### src/rtl/branch_compare_seq.sv
`default_nettype none
// ============================================================================
// Module   : branch_compare_seq
// Purpose  : Multi-cycle RV32 branch-condition unit. Compares two WIDTH-bit
//            operands one byte per cycle (MSB byte first) through a single
//            8-bit comparator slice, with optional early exit on the first
//            unequal byte, and resolves the branch selected by funct3.
// Ports    : clk, rst_n          - clock, synchronous active-low reset
//            in_valid/in_ready   - request handshake (a, b, funct3)
//            out_valid/out_ready - result handshake, result held until taken
//            equal/greater/less  - one-hot relation of a vs b
//            taken               - branch condition true
//            illegal             - funct3 is 010 or 011
// Revision : 1.0 - initial release
// ============================================================================
module branch_compare_seq #(
    parameter int WIDTH      = 32,
    parameter bit EARLY_EXIT = 1'b1
) (
    input  logic             clk,
    input  logic             rst_n,
    input  logic             in_valid,
    output logic             in_ready,
    input  logic [WIDTH-1:0] a,
    input  logic [WIDTH-1:0] b,
    input  logic [2:0]       funct3,
    output logic             out_valid,
    input  logic             out_ready,
    output logic             equal,
    output logic             greater,
    output logic             less,
    output logic             taken,
    output logic             illegal
);

    localparam int N    = WIDTH / 8;
    localparam int IDXW = (N > 1) ? $clog2(N) : 1;
    localparam logic [IDXW-1:0] C_IDX_MSB = IDXW'(N - 1);

    typedef enum logic [1:0] {
        S_IDLE = 2'd0,
        S_CMP  = 2'd1,
        S_DONE = 2'd2
    } state_t;

    state_t            state_q, state_d;
    logic [IDXW-1:0]   idx_q;
    logic [WIDTH-1:0]  a_q, b_q;
    logic [2:0]        f3_q;
    // First-difference capture, used when all slices are walked
    logic              found_q, fgt_q, flt_q;
    logic              equal_q, greater_q, less_q, taken_q, illegal_q;
    logic              out_valid_q;

    logic [7:0]        w_sa, w_sb;
    logic              w_signed, w_slice_sgn;
    logic              w_slice_ne, w_slice_lt, w_slice_gt;
    logic              w_any_ne, w_gt, w_lt, w_last;
    logic              w_eq_fin, w_gt_fin, w_lt_fin, w_taken;

    // Byte selection for the shared comparator slice
    always_comb begin
        w_sa = '0;
        w_sb = '0;
        for (int i = 0; i < N; i++) begin
            if (idx_q == IDXW'(i)) begin
                w_sa = a_q[8*i +: 8];
                w_sb = b_q[8*i +: 8];
            end
        end
    end

    // BLT/BGE are the only signed compares; only the MSB byte carries sign
    assign w_signed    = (f3_q[2:1] == 2'b10);
    assign w_slice_sgn = w_signed & (idx_q == C_IDX_MSB);
    assign w_slice_ne  = (w_sa != w_sb);
    assign w_slice_lt  = w_slice_sgn ? ($signed(w_sa) < $signed(w_sb)) : (w_sa < w_sb);
    assign w_slice_gt  = w_slice_ne & ~w_slice_lt;

    // An earlier captured difference always dominates the current slice
    assign w_any_ne = found_q | w_slice_ne;
    assign w_gt     = found_q ? fgt_q : w_slice_gt;
    assign w_lt     = found_q ? flt_q : w_slice_lt;
    assign w_last   = (idx_q == '0) | (EARLY_EXIT & w_slice_ne);

    assign w_eq_fin = ~w_any_ne;
    assign w_gt_fin = w_any_ne & w_gt;
    assign w_lt_fin = w_any_ne & w_lt;

    always_comb begin
        w_taken = 1'b0;
        case (f3_q)
            3'b000:         w_taken = w_eq_fin;
            3'b001:         w_taken = ~w_eq_fin;
            3'b100, 3'b110: w_taken = w_lt_fin;
            3'b101, 3'b111: w_taken = ~w_lt_fin;
            default:        w_taken = 1'b0;
        endcase
    end

    // Next-state logic
    always_comb begin
        state_d = state_q;
        case (state_q)
            S_IDLE:  if (in_valid) state_d = S_CMP;
            S_CMP:   if (w_last) state_d = S_DONE;
            S_DONE:  if (out_ready) state_d = S_IDLE;
            default: state_d = S_IDLE;
        endcase
    end

    always_ff @(posedge clk) begin
        if (!rst_n) begin
            state_q     <= S_IDLE;
            idx_q       <= '0;
            a_q         <= '0;
            b_q         <= '0;
            f3_q        <= '0;
            found_q     <= 1'b0;
            fgt_q       <= 1'b0;
            flt_q       <= 1'b0;
            equal_q     <= 1'b0;
            greater_q   <= 1'b0;
            less_q      <= 1'b0;
            taken_q     <= 1'b0;
            illegal_q   <= 1'b0;
            out_valid_q <= 1'b0;
        end else begin
            state_q <= state_d;
            case (state_q)
                S_IDLE: begin
                    if (in_valid) begin
                        a_q     <= a;
                        b_q     <= b;
                        f3_q    <= funct3;
                        idx_q   <= C_IDX_MSB;
                        found_q <= 1'b0;
                    end
                end
                S_CMP: begin
                    if (w_last) begin
                        equal_q     <= w_eq_fin;
                        greater_q   <= w_gt_fin;
                        less_q      <= w_lt_fin;
                        taken_q     <= w_taken;
                        illegal_q   <= (f3_q[2:1] == 2'b01);
                        out_valid_q <= 1'b1;
                    end else begin
                        idx_q <= idx_q - 1'b1;
                        if (!found_q && w_slice_ne) begin
                            found_q <= 1'b1;
                            fgt_q   <= w_slice_gt;
                            flt_q   <= w_slice_lt;
                        end
                    end
                end
                S_DONE: begin
                    if (out_ready) out_valid_q <= 1'b0;
                end
                default: ;
            endcase
        end
    end

    assign in_ready  = (state_q == S_IDLE) & rst_n;
    assign out_valid = out_valid_q;
    assign equal     = equal_q;
    assign greater   = greater_q;
    assign less      = less_q;
    assign taken     = taken_q;
    assign illegal   = illegal_q;

endmodule
`default_nettype wire
### config.mk
export PLATFORM = sky130hd
export DESIGN_NAME = branch_compare_seq
export DESIGN_NICKNAME = d
export VERILOG_FILES = /design/src/rtl/branch_compare_seq.sv
export SDC_FILE = /design/constraint.sdc
export NUM_CORES = 1
export LEC_CHECK = 0
export BUFFER_PORTS_ARGS = -buffer_cell sky130_fd_sc_hd__buf_2
export CAP_MARGIN = 20
export CORE_ASPECT_RATIO = 0.7
export CORE_MARGIN = 2
export CORE_UTILIZATION = 45
export CTS_BUF_LIST = sky130_fd_sc_hd__clkbuf_4
export DETAILED_ROUTE_END_ITERATION = 8
export GPL_TIMING_DRIVEN = 1
export PLACE_DENSITY = 0.67
export SYNTH_ARGS = -nofsm -noshare
export SYNTH_HDL_FRONTEND = slang
export SYNTH_SLANG_ARGS = --single-unit
### constraint.sdc
create_clock -name clk -period 5.4 [get_ports clk]
set_clock_uncertainty 0.1 [all_clocks]
set_input_delay 1.35 -clock clk [delete_from_list [all_inputs] [get_ports clk]]
set_output_delay 1.35 -clock clk [all_outputs]
set_load 0.02 [all_outputs]
After elaboration in Yosys (flattened, before gate mapping):

Cells that the tools add are included.

* reductions and logical operators: 16
* shifts and indexed selects: 0
* add/subtract/negate cells: 1
* multiply operators: 0
* order comparisons: 2
* muxes and demuxes: 26
* bitwise gates (word level): 11
* equality and inequality tests: 18
* divide/modulo/power cells: 0

Operators with widths (count)
* 8-bit 2-to-1 mux: 8
* 8-bit less-than comparator: 2
* 3-bit == test (second input constant): 4
* 3-bit AND reduction: 4
* 2-bit 2-to-1 mux: 5
* 2-bit != test (second input constant): 5
* 2-bit == test (second input constant): 4
* 1-bit 2-to-1 mux: 8
* 8-bit != test: 1
* 2-bit by 1-bit == test with 1-bit output (second input constant): 3
* 2-bit one-hot mux with 3 select lines: 1
* 1-bit AND: 5
* 2-bit logical NOT: 2
* 1-bit NOT: 4
* 1-bit one-hot mux with 2 select lines: 2
* 1-bit one-hot mux with 4 select lines: 1
* 2-bit one-hot mux with 2 select lines: 1
* 2-bit AND reduction: 2
* 4-bit AND reduction: 1
* 2-bit nonzero test: 2
* 2-bit OR reduction: 2
* 3-bit by 1-bit == test with 1-bit output (second input constant): 1
* 3-bit logical NOT: 1
* 1-bit bitwise OR: 2
* other kinds (3): 3

* flip-flop bits (word level): 80
* latch bits: 0
* word-level logic and storage cells: 88
* bits of input ports: 71
* output and inout bits: 7
* bits in read-only memories: 0
* RAM bits: 0
* memories kept: 0

Longest topological paths before layout:

* depth after elaboration: 11
* gate-level depth with buffers: 18
* depth with buffers taken out: 15

Worst setup path before layout:

No wires, ideal clock.

* path kind: in2out
* from: input rst_n
* to: output in_ready
* data required time: 3950 ps
* data arrival time: 2053 ps
* path slack: 1897 ps
* cell stages on the path: 3
* path buffers: 2
* cell sequence: clkbuf_1 -> clkbuf_1 -> and2_1

* longest elaborated chain between the ends: 1

RTL lines
* start, declared: line 21 `input logic rst_n,`
* 1-bit AND: line 165 `assign in_ready = (state_q == S_IDLE) & rst_n;`
* end, declared: line 23 `output logic in_ready,`

No other way between the ends.

Final worst setup path:

* from: register idx_q[0]
* to: register taken_q, in the netlist taken

* longest elaborated chain between the ends: 11
* elaborated cells on any way between the ends: 25
* classes of those cells: order compare: 2; eq/ne: 4; mux: 11; bitwise: 6; reduce/logical: 2

RTL lines
* start, declared: line 47 `logic [IDXW-1:0] idx_q;`
* start signal, assigned: line 149 `idx_q <= idx_q - 1'b1;`
* 2-bit logical NOT: line 66, 84
* 8-bit 2-to-1 mux (4 in series): line 66 `if (idx_q == IDXW'(i)) begin`
* 8-bit less-than comparator: line 77 `assign w_slice_lt = w_slice_sgn ? ($signed(w_sa) < $signed(w_sb)) : (w_sa < w_sb);`
* 1-bit 2-to-1 mux: line 77
* 1-bit 2-to-1 mux: line 83 `assign w_lt = found_q ? flt_q : w_slice_lt;`
* 1-bit AND: line 88 `assign w_lt_fin = w_any_ne & w_lt;`
* 1-bit NOT: line 96 `3'b101, 3'b111: w_taken = ~w_lt_fin;`
* 1-bit one-hot mux with 4 select lines: line 92 `case (f3_q)`
* end signal, assigned: line 145 `taken_q <= w_taken;`
* end, declared: line 52 `logic equal_q, greater_q, less_q, taken_q, illegal_q;`

Parallel ways exist; a longest one is shown, timed or not.
A chain may end at the register's enable or synchronous reset.

==> flow_summary.json <==
{
  "die_area_um2": 9320,
  "fin_ws_ns": 1.81,
  "yosysSeqAreaShare_pct": 41.6,
  "post_cts_buffers": 0,
  "cp_data_arrival_time_ns": 3.83,
  "crit_chain": "ha_1 -> nor2_1 -> a21oi_1 -> nor2_1 -> a21oi_1 -> o21ai_0 -> ha_1 -> nor2b_1 -> o211ai_1 -> a21oi_1 -> o21ai_0 -> mux2i_1 -> a21oi_1",
  "slew_headroom_pct": 37.0,
  "final-hold-violation-count": 0,
  "final_cell_mix": "174 x nand2_1, 80 x dfxtp_1, 77 x buf_2",
  "report.final.slew_viol_count": 0,
  "critPathTopFamily": "compound AO/OA/AOI/OAI gates",
  "status": "complete, no violations",
  "route.vias.total": 3356,
  "syn_inst": 503,
  "hold_class": "register to register",
  "synth_flop_cell": "dfxtp_1",
  "critical-path-max-stage-delay_ns": 0.81,
  "synth_edf_count": 0,
  "io_pins": 78,
  "diodes": 0,
  "p_leak_nw": 1.80,
  "grt_pass1_vias": 2968,
  "crit_top_cell": "a21oi_1",
  "async_flop_share_pct": 0,
  "cts_root_buffer": "clkbuf_4",
  "synth_nets": 586,
  "grt_overflow": 0,
  "synth_top_family_by_area": "simple AND/OR/NAND/NOR gates",
  "drt-vias-per-instance": 5.04,
  "fmax_ghz": 0.279,
  "ctsResizeCount": 0,
  "grt_start_max_net_pins": 81,
  "final_nets": 640,
  "path_max_fanout": 32,
  "cts_hold_buffers": 0,
  "vdd_drop_max_uv": 146,
  "grt_pass1_wl_um": 14200,
  "grtUsageTotal_pct": 19.9,
  "tns_ns": 0,
  "rsz0062_at_grt": "false",
  "worst_path_max_delay_cell": "ha_1",
  "cp.required_ns": 5.64,
  "avgSynthCellArea_um2": 7.65,
  "synthXorXnorAreaFrac_pct": 0.227,
  "min_period_over_period_pct": 66.4,
  "routedWlPerCell_um": 13.6,
  "crit_buf_inv": 0,
  "synth.distinct_cells": 36,
  "syn_to_final_growth_pct": 13.5,
  "drtPass1Iterations": 4,
  "cts_buffers": 9,
  "clkLatencyLatePin_ns": 0.44,
  "muxShareOfSynthArea_pct": 3.15,
  "place_congestion": 0.799,
  "dp_hpwl_um": 6370,
  "route.final.wire_length_um": 9040,
  "drv_cap": 0,
  "layout_commonest_cell": "nand2_1",
  "pre_cts_slack_ns": 1.85,
  "drtIter0Drc": 194,
  "clockBufferDepth": 2,
  "io_buffers": 77,
  "powerDensity_nw_per_um2": 303,
  "power_mw": 1.32,
  "postRouteAntennaNets": 0,
  "syn_area_um2": 3850,
  "finalSetupViolCount": 0,
  "cp-start-kind": "register",
  "cts_sinks": 80,
  "start_util_pct": 46.0,
  "yosysWarnings": 0,
  "ys_ff_latch": 80,
  "antenna_found_initial": 0,
  "drcViolationCount": 0,
  "drive_above_1_share_pct": 17.8,
  "fin_crit_ns": 3.59,
  "core.rowCount": 28,
  "die_w_um": 115,
  "htreeDepth": 3,
  "clk_pin_slew_ns": 0.13,
  "crit_type": "register to register",
  "end_kind": "register",
  "cts_tree": "done",
  "synth_fa_ha_area_share_pct": 3.90,
  "fp.dieH_um": 81.4,
  "core_um2": 8370,
  "synth_compound_area_share_pct": 21.6,
  "yosys.area_share.simple_pct": 25.1,
  "worst_pin_slew_ns": 0.944
}
## layout make-up
cell class | count | area (µm²)
clock buffers | 10 | 75.1
clock inverters | 5 | 48.8
fillers | 826 | 4010
inverters | 2 | 7.51
multi-input cells | 384 | 2080
flip-flops and latches | 80 | 1600
well taps | 105 | 131
repair buffers | 80 | 420
## logic make-up after synthesis
group | count (synthesis)
compound gates | 128
xor+xnor | 1
fa+ha+maj | 12
buf+inv | 39
flops | 80
mux | 12
simple gates | 231
## metrics by stage
step	cells	utilization [%]	area [µm²]	hold slack (ns)
3_3_place_gp	650	50.4	4220	0.343
2_1_floorplan	503	-	3850	0.330
3_5_place_dp	650	50.4	4220	0.347
4_1_cts	665	51.9	4350	0.367
6_report	666	52.2	4370	0.366
5_1_grt	666	52.2	4370	0.394
## power by group
group,total [mW],internal [mW],switching (mW)
combinational,0.320,0.128,0.192
sequential,0.669,0.637,0.0326
clock,0.335,0.139,0.196
total,1.32,0.905,0.420
## layer usage
layer  wire length, µm  track usage (%)  vias to the layer above
met3               538             6.42                        7
met4                62             6.22                        0
met1              4810             29.4                     1500
li1                  -                -                     1766
met2              3630             27.2                       83
met5                 0                0                        -
## final timing paths
| kind | from | end | slack [ns] | depth (start not counted) |
|---|---|---|---|---|
| max | idx_q[0]$_SDFFE_PN0P_ | taken$_SDFFE_PN0P_ | 1.81 | 13 |
| max reg2reg | idx_q[0]$_SDFFE_PN0P_ | taken$_SDFFE_PN0P_ | 1.81 | 13 |
| min reg2reg | b_q[13]$_SDFFE_PN0P_ | b_q[13]$_SDFFE_PN0P_ | 0.37 | 2 |
| min | b_q[13]$_SDFFE_PN0P_ | b_q[13]$_SDFFE_PN0P_ | 0.37 | 2 |
## worst register-to-register path, cell delays in order, from the launching register on
cell and delay, ns:
dfxtp_1 0.42, ha_1 0.81, nor2_1 0.15, a21oi_1 0.16
nor2_1 0.06, a21oi_1 0.16, o21ai_0 0.11, ha_1 0.35
nor2b_1 0.13, o211ai_1 0.16, a21oi_1 0.10, o21ai_0 0.41
mux2i_1 0.27, a21oi_1 0.08
## synth_stat cells (3+ instances only)
cell type,number,share of area [%]
and2_1,4,0.65
nor2_1,31,3.0
mux2i_1,11,2.9
clkbuf_1,20,1.9
a21oi_1,30,3.9
nand2_1,175,17
nor2b_1,4,0.65
o21ai_0,23,3.0
buf_1,3,0.29
nand2b_1,3,0.49
buf_2,12,1.6
ha_1,12,3.9
dfxtp_1,80,42
a21boi_0,66,13
## state kept, by name (all words and copies together) (netlist names)
name       count
equal          1
illegal        1
fgt_q          1
taken          1
a_q           32
state_q        2
greater        1
less           1
b_q           32
idx_q          2
flt_q          1
out_valid      1
found_q        1
f3_q           3
No activity file was read; power rests on OpenSTA's default activity.
